[src/rtl/op_digit_scheduler_if.sv]
// op_digit_scheduler_if: groups the request, shared-unit and digit-stream
// signals of op_digit_scheduler.
//   master : scheduler side. Drives req_ready, unit_op/unit_x/unit_y,
//            dig_valid/dig_data/dig_idx/dig_last and busy.
//   slave  : environment side (requester, combinational digit unit,
//            digit consumer). Drives req_valid/req_op/req_x/req_y,
//            unit_d and dig_ready.
interface op_digit_scheduler_if;
    localparam int unsigned OpW   = 2;
    localparam int unsigned OperW = 6;
    localparam int unsigned DataW = 24;
    localparam int unsigned DigW  = 4;
    localparam int unsigned IdxW  = 3;

    logic             req_valid;
    logic             req_ready;
    logic [OpW-1:0]   req_op;
    logic [OperW-1:0] req_x;
    logic [OperW-1:0] req_y;

    logic [OpW-1:0]   unit_op;
    logic [OperW-1:0] unit_x;
    logic [OperW-1:0] unit_y;
    logic [DataW-1:0] unit_d;

    logic             dig_valid;
    logic             dig_ready;
    logic [DigW-1:0]  dig_data;
    logic [IdxW-1:0]  dig_idx;
    logic             dig_last;
    logic             busy;

    modport master (
        input  req_valid, req_op, req_x, req_y, unit_d, dig_ready,
        output req_ready, unit_op, unit_x, unit_y,
               dig_valid, dig_data, dig_idx, dig_last, busy
    );

    modport slave (
        output req_valid, req_op, req_x, req_y, unit_d, dig_ready,
        input  req_ready, unit_op, unit_x, unit_y,
               dig_valid, dig_data, dig_idx, dig_last, busy
    );
endinterface

[src/rtl/op_digit_scheduler.sv]
// op_digit_scheduler: accepts one operation, presents its operands to a
// shared combinational digit unit, waits SETTLE cycles for the unit to
// settle, captures all six result digits and streams them d1..d6 over a
// valid/ready digit channel.
// Ports:
//   clk    rising-edge clock
//   rst_n  asynchronous active-low reset
//   bus    op_digit_scheduler_if.master
//            request : req_valid/req_ready/req_op/req_x/req_y
//            unit    : unit_op/unit_x/unit_y out, unit_d in
//            digits  : dig_valid/dig_ready/dig_data/dig_idx/dig_last
//            status  : busy
// SETTLE: cycles the unit inputs are held before capture, legal 1..7.
module op_digit_scheduler #(
    parameter int unsigned SETTLE = 2
) (
    input  logic                 clk,
    input  logic                 rst_n,
    op_digit_scheduler_if.master bus
);
    localparam int unsigned CntW  = 3;
    localparam int unsigned IdxW  = 3;
    localparam int unsigned DigW  = 4;
    localparam int unsigned OpW   = 2;
    localparam int unsigned OperW = 6;
    localparam int unsigned DataW = 24;

    localparam logic [IdxW-1:0] LastIdx    = IdxW'(5);
    localparam logic [CntW-1:0] SettleLoad = CntW'(SETTLE - 1);

    typedef enum logic [1:0] {
        sIdle,
        sSettle,
        sSend
    } stateT;

    stateT             state;
    logic [CntW-1:0]   settleCnt;
    logic [DataW-1:0]  digitReg;
    logic [OpW-1:0]    unitOp;
    logic [OperW-1:0]  unitX;
    logic [OperW-1:0]  unitY;
    logic              digValid;
    logic [DigW-1:0]   digData;
    logic [IdxW-1:0]   digIdx;
    logic              digLast;
    logic              busyR;

    // Request handshake is a pure state decode so an accept needs no extra cycle.
    assign bus.req_ready = (state == sIdle);

    assign bus.unit_op   = unitOp;
    assign bus.unit_x    = unitX;
    assign bus.unit_y    = unitY;
    assign bus.dig_valid = digValid;
    assign bus.dig_data  = digData;
    assign bus.dig_idx   = digIdx;
    assign bus.dig_last  = digLast;
    assign bus.busy      = busyR;

    // Control FSM with registered outputs.
    // digitReg shifts right one digit per transfer, so the next digit to
    // present is always in its second nibble.
    always_ff @(posedge clk or negedge rst_n) begin
        if (!rst_n) begin
            state     <= sIdle;
            settleCnt <= '0;
            digitReg  <= '0;
            unitOp    <= '0;
            unitX     <= '0;
            unitY     <= '0;
            digValid  <= 1'b0;
            digData   <= '0;
            digIdx    <= '0;
            digLast   <= 1'b0;
            busyR     <= 1'b0;
        end else begin
            case (state)
                sIdle: begin
                    if (bus.req_valid) begin
                        unitOp    <= bus.req_op;
                        unitX     <= bus.req_x;
                        unitY     <= bus.req_y;
                        settleCnt <= SettleLoad;
                        busyR     <= 1'b1;
                        state     <= sSettle;
                    end
                end

                sSettle: begin
                    if (settleCnt == '0) begin
                        digitReg <= bus.unit_d;
                        digData  <= bus.unit_d[DigW-1:0];
                        digIdx   <= '0;
                        digLast  <= 1'b0;
                        digValid <= 1'b1;
                        state    <= sSend;
                    end else begin
                        settleCnt <= settleCnt - CntW'(1);
                    end
                end

                sSend: begin
                    // digValid is always 1 here, so dig_ready alone marks a transfer.
                    if (bus.dig_ready) begin
                        if (digIdx == LastIdx) begin
                            digValid <= 1'b0;
                            digData  <= '0;
                            digIdx   <= '0;
                            digLast  <= 1'b0;
                            busyR    <= 1'b0;
                            state    <= sIdle;
                        end else begin
                            digitReg <= {DigW'(0), digitReg[DataW-1:DigW]};
                            digData  <= digitReg[2*DigW-1:DigW];
                            digIdx   <= digIdx + IdxW'(1);
                            digLast  <= (digIdx == LastIdx - IdxW'(1));
                        end
                    end
                end

                default: state <= sIdle;
            endcase
        end
    end
endmodule

[src/flat_wrapper.sv]
// flat-port wrapper written by rule: the top's interface ports become plain ports
module op_digit_scheduler_flat 
#(
    parameter int unsigned SETTLE = 2
)
  (clk, rst_n, bus_req_valid, bus_req_op, bus_req_x, bus_req_y, bus_unit_d, bus_dig_ready, bus_req_ready, bus_unit_op, bus_unit_x, bus_unit_y, bus_dig_valid, bus_dig_data, bus_dig_idx, bus_dig_last, bus_busy);
  op_digit_scheduler_if bus_i ();
  input  logic clk;
  input  logic rst_n;
  input wire logic [$bits(bus_i.req_valid)-1:0] bus_req_valid;
  input wire logic [$bits(bus_i.req_op)-1:0] bus_req_op;
  input wire logic [$bits(bus_i.req_x)-1:0] bus_req_x;
  input wire logic [$bits(bus_i.req_y)-1:0] bus_req_y;
  input wire logic [$bits(bus_i.unit_d)-1:0] bus_unit_d;
  input wire logic [$bits(bus_i.dig_ready)-1:0] bus_dig_ready;
  output wire logic [$bits(bus_i.req_ready)-1:0] bus_req_ready;
  output wire logic [$bits(bus_i.unit_op)-1:0] bus_unit_op;
  output wire logic [$bits(bus_i.unit_x)-1:0] bus_unit_x;
  output wire logic [$bits(bus_i.unit_y)-1:0] bus_unit_y;
  output wire logic [$bits(bus_i.dig_valid)-1:0] bus_dig_valid;
  output wire logic [$bits(bus_i.dig_data)-1:0] bus_dig_data;
  output wire logic [$bits(bus_i.dig_idx)-1:0] bus_dig_idx;
  output wire logic [$bits(bus_i.dig_last)-1:0] bus_dig_last;
  output wire logic [$bits(bus_i.busy)-1:0] bus_busy;
  assign bus_i.req_valid = bus_req_valid;
  assign bus_i.req_op = bus_req_op;
  assign bus_i.req_x = bus_req_x;
  assign bus_i.req_y = bus_req_y;
  assign bus_i.unit_d = bus_unit_d;
  assign bus_i.dig_ready = bus_dig_ready;
  assign bus_req_ready = bus_i.req_ready;
  assign bus_unit_op = bus_i.unit_op;
  assign bus_unit_x = bus_i.unit_x;
  assign bus_unit_y = bus_i.unit_y;
  assign bus_dig_valid = bus_i.dig_valid;
  assign bus_dig_data = bus_i.dig_data;
  assign bus_dig_idx = bus_i.dig_idx;
  assign bus_dig_last = bus_i.dig_last;
  assign bus_busy = bus_i.busy;
  op_digit_scheduler #(.SETTLE(SETTLE)) u_core (.clk(clk), .rst_n(rst_n), .bus(bus_i));
endmodule
[config.mk]
export PLATFORM = sky130hd
export DESIGN_NAME = op_digit_scheduler_flat
export DESIGN_NICKNAME = d
export VERILOG_FILES = /design/src/rtl/op_digit_scheduler_if.sv /design/src/rtl/op_digit_scheduler.sv /design/src/flat_wrapper.sv
export SDC_FILE = /design/constraint.sdc
export NUM_CORES = 1
export LEC_CHECK = 0
export BUFFER_PORTS_ARGS = -buffer_cell sky130_fd_sc_hd__clkbuf_2
export CAP_MARGIN = 10
export CORE_UTILIZATION = 35
export DETAILED_ROUTE_END_ITERATION = 8
export PLACE_DENSITY_LB_ADDON = 0.15
export SLEW_MARGIN = 10
export SYNTH_ARGS = -nofsm -noshare
export SYNTH_HDL_FRONTEND = slang
export SYNTH_SLANG_ARGS = --single-unit
[constraint.sdc]
create_clock -name clk -period 1.9 [get_ports clk]
set_clock_uncertainty 0.05 [all_clocks]
set_input_delay 0 -clock clk [delete_from_list [all_inputs] [get_ports clk]]
set_output_delay 0 -clock clk [all_outputs]
set_load 0.05 [all_outputs]
==> results of run 1 <==
[state kept, by name (all words and copies together), names as in the netlist]
register              cells
u_core.bus.dig_idx        3
u_core.bus.unit_op        2
u_core.bus.dig_valid      1
u_core.bus.dig_last       1
u_core.bus.unit_x         6
u_core.bus.dig_data       4
u_core.digitReg          20
u_core.settleCnt          3
u_core.bus.unit_y         6
u_core.state              2
u_core.bus.busy           1
[path summary, 6_finish.rpt]
path                                                         end  cells past startpoint                            start
worst max-delay path             u_core.digitReg[21]$_DFFE_PN0P_                      6  u_core.settleCnt[0]$_DFFE_PN0P_
worst min-delay path             u_core.settleCnt[2]$_DFFE_PN0P_                      4                    bus_req_valid
worst max register to register   u_core.digitReg[21]$_DFFE_PN0P_                      6  u_core.settleCnt[0]$_DFFE_PN0P_
worst min register to register    u_core.digitReg[7]$_DFFE_PN0P_                      2   u_core.digitReg[7]$_DFFE_PN0P_
max in group asynchronous        u_core.settleCnt[0]$_DFFE_PN0P_                      3                            rst_n
min in group asynchronous       u_core.bus.unit_y[4]$_DFFE_PN0P_                      2                            rst_n
[Yosys cell counts, types with 2 or more instances]
cell,instances
sky130_fd_sc_hd__dfrtp_1,49
sky130_fd_sc_hd__nand2_1,26
sky130_fd_sc_hd__o21ai_0,21
sky130_fd_sc_hd__mux2i_1,16
sky130_fd_sc_hd__mux2_2,14
sky130_fd_sc_hd__a22o_1,6
sky130_fd_sc_hd__a21oi_1,5
sky130_fd_sc_hd__buf_6,5
sky130_fd_sc_hd__and3_1,4
sky130_fd_sc_hd__buf_2,4
sky130_fd_sc_hd__nor2b_1,4
sky130_fd_sc_hd__o21ai_1,4
sky130_fd_sc_hd__inv_1,3
sky130_fd_sc_hd__nand2b_1,3
sky130_fd_sc_hd__buf_4,2
sky130_fd_sc_hd__ha_1,2
sky130_fd_sc_hd__nor2_1,2
sky130_fd_sc_hd__nor3_1,2
[area by class of cell]
cell class,instances,area share (%)
sequential,49,39.1
multi-input combinational,123,27.7
clock inverter,1,0.957
tap,75,2.99
clock buffer,7,2.75
timing repair buffer,113,26.2
inverter,3,0.359
[worst max-delay path, delay by kind of cell, from the launching register on]
kind                     cells  cell delay (ns)
adder cells (fa/ha/maj)      1             0.20
buffers and inverters        2             0.31
AND/OR/NAND/NOR              1             0.33
flip-flops                   1             0.37
AO/OA/AOI/OAI                2             0.29
[power breakdown]
group          leakage [nW]  internal, mW  switching, mW
sequential            0.600          1.49          0.269
clock                0.0585         0.429          0.327
combinational         0.830         0.804           1.43
total                  1.49          2.73           2.02
[layer usage]
layer  routed length, µm  global-route usage [%]  share of wire [%]  vias up
li1                    -                       -                  -      874
met1                2130                    18.9                 46      798
met2                2230                    26.2                 48       54
met3                 262                    3.71                5.6        7
met4                  63                    6.61                1.3        0
met5                   0                       0                  0        -
[per-stage QoR]
step                      instances  hold slack [ns]
after floorplan                 186           -0.346
after global routing            371           0.0682
after CTS                       371           0.0156
after detailed placement        323          -0.0283
after global placement          323          -0.0274
final                           371           0.0262
[logic make-up after synthesis]
kind of cell	share of synthesized area, %
DFF	56.1
buffers and inverters	4.69
muxes	14.5
adders and majority gates	1.14
AOI/OAI and AO/OA	12.7
and+or+nand+nor	10.9
==> results.md, run 1 <==
- The flow ran to the end, and the final reports show no timing, DRC or antenna violations.
- The number of global-route vias before repair is ~1.7k.
- After floorplanning, the core was sized to cover approximately 6000 µm².
- Based on the critical path, the design can be clocked at up to ~0.61 GHz.
- The post-cts sizing count is 0.
- Once the clock tree was built, the setup fixing pass inserted 0 buffers.
- In this run the remaining antenna-violating nets after routing total 0.
- The post-synthesis average cell area is 11.8 µm².
- The Yosys step of the flow raised 0 warnings.
- For the worst setup path, the data required time is about 2.0 ns.
- The cell area after synthesis is 2190 µm².
- Once layout is complete, the utilization of the core stands at between 50% and 60%.
- Overall power consumption after layout is estimated at between 4 and 5 mW.
- The total power density per cell area is between 1500 and 2000 nW/µm².
- The total area of sequential cells is between 1000 and 1500 µm².
- Of the cells placed in the final design, the portion with a size suffix greater than 1 is between 30% and 40%.
- The maximum number of pins on one net before global-route repair is 37.
- The quantity of hold-fixing buffers added after cts is 40.
- The number of pins exceeding their max-slew limit in the final report was 0.
- Sequential elements use 56.1% of the synthesized area.
- The final weighted congestion in routability-driven placement is 0.687.
- The post-place setup slack is 0.256 ns.
- The count of maximum capacitance violations is 0.
- Leaving out fill and tap cells, the most frequent cells in the layout are 66 x sky130_fd_sc_hd__clkbuf_2, 49 x sky130_fd_sc_hd__dfrtp_1, 40 x sky130_fd_sc_hd__dlygate4sd3_1, 26 x sky130_fd_sc_hd__nand2_1, 21 x sky130_fd_sc_hd__o21ai_0.
- The worst setup path is of the reg2reg kind.
- The floorplan has 28 rows.
- The worst pin sits at a relative slew slack of between 60% and 70%.
- The count of state elements after synthesis is a little under 50.
- Compared with the post-synthesis result, the final layout area differs by 43.4%.
- The smallest clock period supported by the final layout is computed as 1.65 ns.
- Wires add up to between 4000 and 5000 µm.
- The number of setup violations in the final report is 0.
- The clock slew at the register clock pins of the worst setup and hold paths is roughly 0.08 ns.
- The number of clock buffers inserted by TritonCTS is 5.
- The final hold violation count is 0.
- Before antenna repair, the detailed router went through 4 iterations.
- The clock tree root driver cell is sky130_fd_sc_hd__clkbuf_8.
- The leading area contributor after synthesis is sky130_fd_sc_hd__dfrtp_1.
- The final worst slack is between 0.2 and 0.25 ns.
- In the final design database the tool counted 339 nets.
- For this configuration, the core starts out at a cell density of about 37%.
- Setup repair after global routing left no endpoint under its margin.
- The path class of the tightest hold or removal check is in2reg.
- At the later pin of the worst-skew pair, clock insertion delay measures 0.29 ns.
- After technology mapping, the gate count stands at roughly 190.
- Summed over all failing endpoints, the final setup total negative slack is 0 ns.
- The number of buffers inserted by port buffering is 66.
- In this run the static leakage power is 1.49 nW.
- Summed over all layers, the global routing overflow is 0.
- The kind of capture point of the worst setup path is a flip-flop.
- After detailed routing, the number of vias per cell comes to 4.67.
- The routed layout has about 1.7k vias.
- The commonest non-fill, non-tap cell in the layout is sky130_fd_sc_hd__clkbuf_2.
- The post-synthesis cell type count is 32.
- The repair_antennas step left the layout with diodes totalling 0.
- The fraction of synthesis flops using an asynchronous set or reset pin is 100%.
- The worst reg-to-reg setup slack is roughly 0.25 ns.
- In the routed design, unresolved DRC markers number 0.
- The placed wire-length estimate is roughly 3100 µm.
- The delay of the slowest critical-path stage is 0.37 ns.
- Ranked by total cell area, the synthesized netlist is headed by sky130_fd_sc_hd__dfrtp_1 56%, sky130_fd_sc_hd__mux2i_1 7.3%, sky130_fd_sc_hd__mux2_2 7.2%.
- The synthesized netlist net count is 230.
- The first global-routing pass estimated roughly 7600 µm of wire.
- The worst path uses between 80% and 90% of the clock period.
- Summing all non-filler instances in the final layout gives an area of 3140 µm².
- The number of clock sinks seen by CTS is around 50.
- IR analysis of the VDD net gives a maximum drop of approximately 0.00080 V.
- Traced cell by cell, the critical path runs through inv_1 -> ha_1 -> and4bb_1 -> o22ai_4 -> buf_12 -> a22o_1.
- The longest clock path from root to sink contains 2 buffers.
- Data arrives at the worst endpoint at 1.79 ns.
- The filler cell count in the final layout is around 550.
- Across every metal layer, demand over resource in global routing totals 15.6%.
- The area of the multi-input gates is roughly 870 µm².
- The die outline area is 6570 µm².
- The number of antenna violations at the first check in global routing is 0.
- Of all nets on the critical path, the largest fanout is 36.
- The synthesized design contains 0 enable-type register cells.
- The I/O pin count is 67.
- The cell area after placement is between 2000 and 3000 µm².
- The clock tree synthesis step divided the H-tree into 2 levels.
- The dominant register cell in the synthesized netlist is sky130_fd_sc_hd__dfrtp_1.
- Of the post-synthesis cell area, the dominant cell type holds about 56%.
- After detailed routing, the average wire length per cell comes to between 10 and 15 µm.
- The worst setup path is launched from a flip-flop.
- The TritonCTS clock tree is built.
- The die is between 80 and 90 µm tall.
- The pin slew with the least headroom to its limit is approximately 0.56 ns.
- From left edge to right edge, the die measures a little over 80 µm.
- The slowest cell on the critical path is sky130_fd_sc_hd__dfrtp_1.
- The detailed router finished its first iteration with 41 violations.
Power figures use the tool's default switching activity.
==> run 2: changes to the inputs <==
--- a/config.mk
+++ b/config.mk
@@ -8,8 +8,9 @@
 export BUFFER_PORTS_ARGS = -buffer_cell sky130_fd_sc_hd__clkbuf_2
 export CAP_MARGIN = 10
 export CORE_UTILIZATION = 35
+export CTS_BUF_LIST = sky130_fd_sc_hd__clkbuf_4 sky130_fd_sc_hd__clkbuf_8
 export DETAILED_ROUTE_END_ITERATION = 8
-export PLACE_DENSITY_LB_ADDON = 0.15
+export PLACE_DENSITY_LB_ADDON = 0.08
 export SLEW_MARGIN = 10
 export SYNTH_ARGS = -nofsm -noshare
 export SYNTH_HDL_FRONTEND = slang
==> results.md, run 2 (synthesis gave the netlist of run 1 again) <==
- Run status: complete, no violations (unchanged).
- The post-layout minimum cycle time was 1.67 ns (was 1.65 ns).
- The startpoint class of the critical path is a flip-flop (unchanged).
- The most congested layer reported by global routing was met2 (unchanged).
- The die outline area is 6570 µm² (unchanged).
- The critical path data arrival time is 1.85 ns (was 1.79 ns).
- The beginning of the worst register-to-register path is u_core.state[0]$_DFFE_PN0P_ (was u_core.settleCnt[0]$_DFFE_PN0P_).
- The data required time of the critical path is 2.08 ns (was 2.03 ns).
- The worst min-delay path class was in2reg (unchanged).
- The final hold violation count is 0 (unchanged).
- The smallest hold slack is 0.0293 ns (was 0.0262 ns).
- The final total negative setup slack came to 0 ns (unchanged).
- The synthesis-to-finish area growth is 43.4% (about the same).
- The beginning of the worst hold path is bus_req_valid (unchanged).
- The kind of capture point of the worst setup path is a flip-flop (unchanged).
- The number of setup violations in the final report came to 0 (unchanged).
- The horizontal die dimension was 81.1 µm (unchanged).
- The TritonCTS clock tree is built (unchanged).
- The I/O pin count came to 67 (unchanged).
- The total routed wirelength came to 4600 µm (was 4690 µm).
- The pin slew with the least headroom to its limit was 0.602 ns (was 0.558 ns).
- The clock slew at the register clock pins of the worst setup and hold paths is 0.10 ns (was 0.08 ns).
- The finished layout cell area is 3140 µm² (about the same).
- The number of pins exceeding their max-slew limit in the final report is 0 (unchanged).
- The effective utilization at floorplan came to 36.5% (unchanged).
- The die height is 81.1 µm (unchanged).
- The H-tree depth was 2 (unchanged).
- Unrepaired setup endpoints after global routing: false (unchanged).
- The clock tree root driver cell is sky130_fd_sc_hd__clkbuf_8 (unchanged).
- The aggregate global-route resource usage is 15.6% (about the same).
- The number of global-route vias before repair is 1741 (was 1686).
- The number of clock buffers inserted by TritonCTS came to 5 (unchanged).
- The final weighted congestion in routability-driven placement was 0.719 (was 0.687).
- The met1 demand-to-capacity share in global routing is 19.7% (was 18.9%).
- The routed wire length per instance is 12.4 µm (was 12.6 µm).
- The remaining number of nets flagged by the antenna check after routing is 0 (unchanged).
- Commonest cells after routing, fill and taps aside: 66 x sky130_fd_sc_hd__clkbuf_2, 49 x sky130_fd_sc_hd__dfrtp_1, 40 x sky130_fd_sc_hd__dlygate4sd3_1, 26 x sky130_fd_sc_hd__nand2_1, 21 x sky130_fd_sc_hd__o21ai_0 (unchanged).
- The number of nets in the final layout is 340 (was 339).
- The floorplan row count is 28 (unchanged).
- The maximum net fanout on the critical path is 10 (was 36).
- The total congestion overflow after global routing is 0 (unchanged).
- The final worst slack is 0.226 ns (was 0.249 ns).
- The standard cell core area is 5990 µm² (unchanged).
- The placed wire-length estimate is 3190 µm (was 3120 µm).
- The overall power consumption came to 4.77 mW (was 4.75 mW).
- The first-pass GRT wire length was 7730 µm (was 7650 µm).
- The ratio of final minimum period to clock period is 88.1% (was 86.9%).
- The total iterations of the first detailed-routing run is 4 (unchanged).
- The filler cell count in the final layout is 527 (was 547).
- The peak supply drop is 0.000922 V (was 0.000801 V).
- The number of buffers inserted by port buffering is 66 (unchanged).
- The total area of sequential cells is 1230 µm² (unchanged).
- The buffer levels on the longest clock path is 2 (unchanged).
- The highest clock frequency the design can meet is 0.597 GHz (was 0.606 GHz).
- The antenna diode count was 0 (unchanged).
- The total DRC errors in the routed layout is 0 (unchanged).
- The post-place setup slack came to 0.229 ns (was 0.256 ns).
- The violation count after the first detailed-route iteration was 60 (was 41).
- The clock latency reported for the late side of the worst-skew pair is 0.30 ns (was 0.29 ns).
- The vias after detailed routing is 1689 (was 1733).
- The number of vias per cell after detailed routing is 4.54 (was 4.67).
- The met2 routing resource usage after global routing came to 26.2% (unchanged).
- The count of maximum capacitance violations was 0 (unchanged).
- The number of antenna violations at the first check in global routing is 0 (unchanged).
- The number of flip-flops under the largest register name is 20 (unchanged).
- The number of clock sinks seen by CTS is 49 (unchanged).
- The headroom to the max-slew limit is 59.9% (was 62.8%).
- The maximum number of pins on one net before global-route repair is 37 (unchanged).
- The most flop-heavy register was u_core.digitReg (unchanged).
- The total power density per cell area was 1520 nW/µm² (was 1510 nW/µm²).
- The cell area after placement is 2620 µm² (about the same).
- The critical path class is reg2reg (unchanged).
- The origin of the worst setup path is u_core.state[0]$_DFFE_PN0P_ (was u_core.settleCnt[0]$_DFFE_PN0P_).
- The commonest non-fill, non-tap cell in the layout is sky130_fd_sc_hd__clkbuf_2 (unchanged).
- The share of post-route cells with drive strength above 1 is 33.3% (was 32.8%).
- The area of the multi-input gates was 868 µm² (unchanged).
- The reported leakage power is 1.49 nW (about the same).
- The global-route track usage on met3 was 3.37% (was 3.71%).
run 2: worst paths after layout:
check | end | slack (ns) | cells after the start
max | u_core.bus.dig_last$_DFFE_PN0P_ | 0.23 | 3
min | u_core.settleCnt[2]$_DFFE_PN0P_ | 0.03 | 4
max reg2reg | u_core.bus.dig_last$_DFFE_PN0P_ | 0.23 | 3
min reg2reg | u_core.digitReg[10]$_DFFE_PN0P_ | 0.44 | 2
max in group asynchronous | u_core.bus.dig_data[1]$_DFFE_PN0P_ | 0.98 | 3
min in group asynchronous | u_core.digitReg[6]$_DFFE_PN0P_ | 0.19 | 2
run 2: cell type report:
type / count / share of cell area (%)
clock buffers: 6 / 2.63
repair buffers: 114 / 26.0
well taps: 75 / 2.99
flip-flops and latches: 49 / 39.1
inverters: 3 / 0.359
clock inverters: 2 / 1.20
multi-input cells: 123 / 27.7
run 2: repair_timing:
item                      in CTS  in global routing
gates resized for setup        0                  0
buffers inserted               0                  0
hold buffers                  40                  0
hold endpoints to repair      63                  0
run 2: power breakdown:
| part | total, mW | internal, mW | leakage [nW] | switching (mW) |
|---|---|---|---|---|
| registers | 1.77 | 1.49 | 0.600 | 0.281 |
| logic | 2.22 | 0.805 | 0.831 | 1.42 |
| clock network | 0.774 | 0.428 | 0.0574 | 0.346 |
| total | 4.77 | 2.73 | 1.49 | 2.05 |
run 2: routing by layer:
metal | vias up | share of wire, % | wire [µm]
li1 | 868 | - | -
met1 | 777 | 49 | 2250
met2 | 40 | 46 | 2130
met3 | 4 | 3.8 | 175
met4 | 0 | 0.93 | 43
met5 | - | 0 | 0
run 2: metrics by stage:
| stage | utilization (%) | std cells |
|---|---|---|
| global placement | 43.7 | 324 |
| floorplan | - | 186 |
| finish | 52.3 | 372 |
| CTS | 52.3 | 372 |
| detailed placement | 43.7 | 324 |
| global route | 52.3 | 372 |
run 2: worst max-delay path, stage by stage (launching register included):
cell                       delay, ns
sky130_fd_sc_hd__dfrtp_1        0.51
sky130_fd_sc_hd__nand2b_1       0.35
sky130_fd_sc_hd__or4b_1         0.55
sky130_fd_sc_hd__o21ai_1        0.14
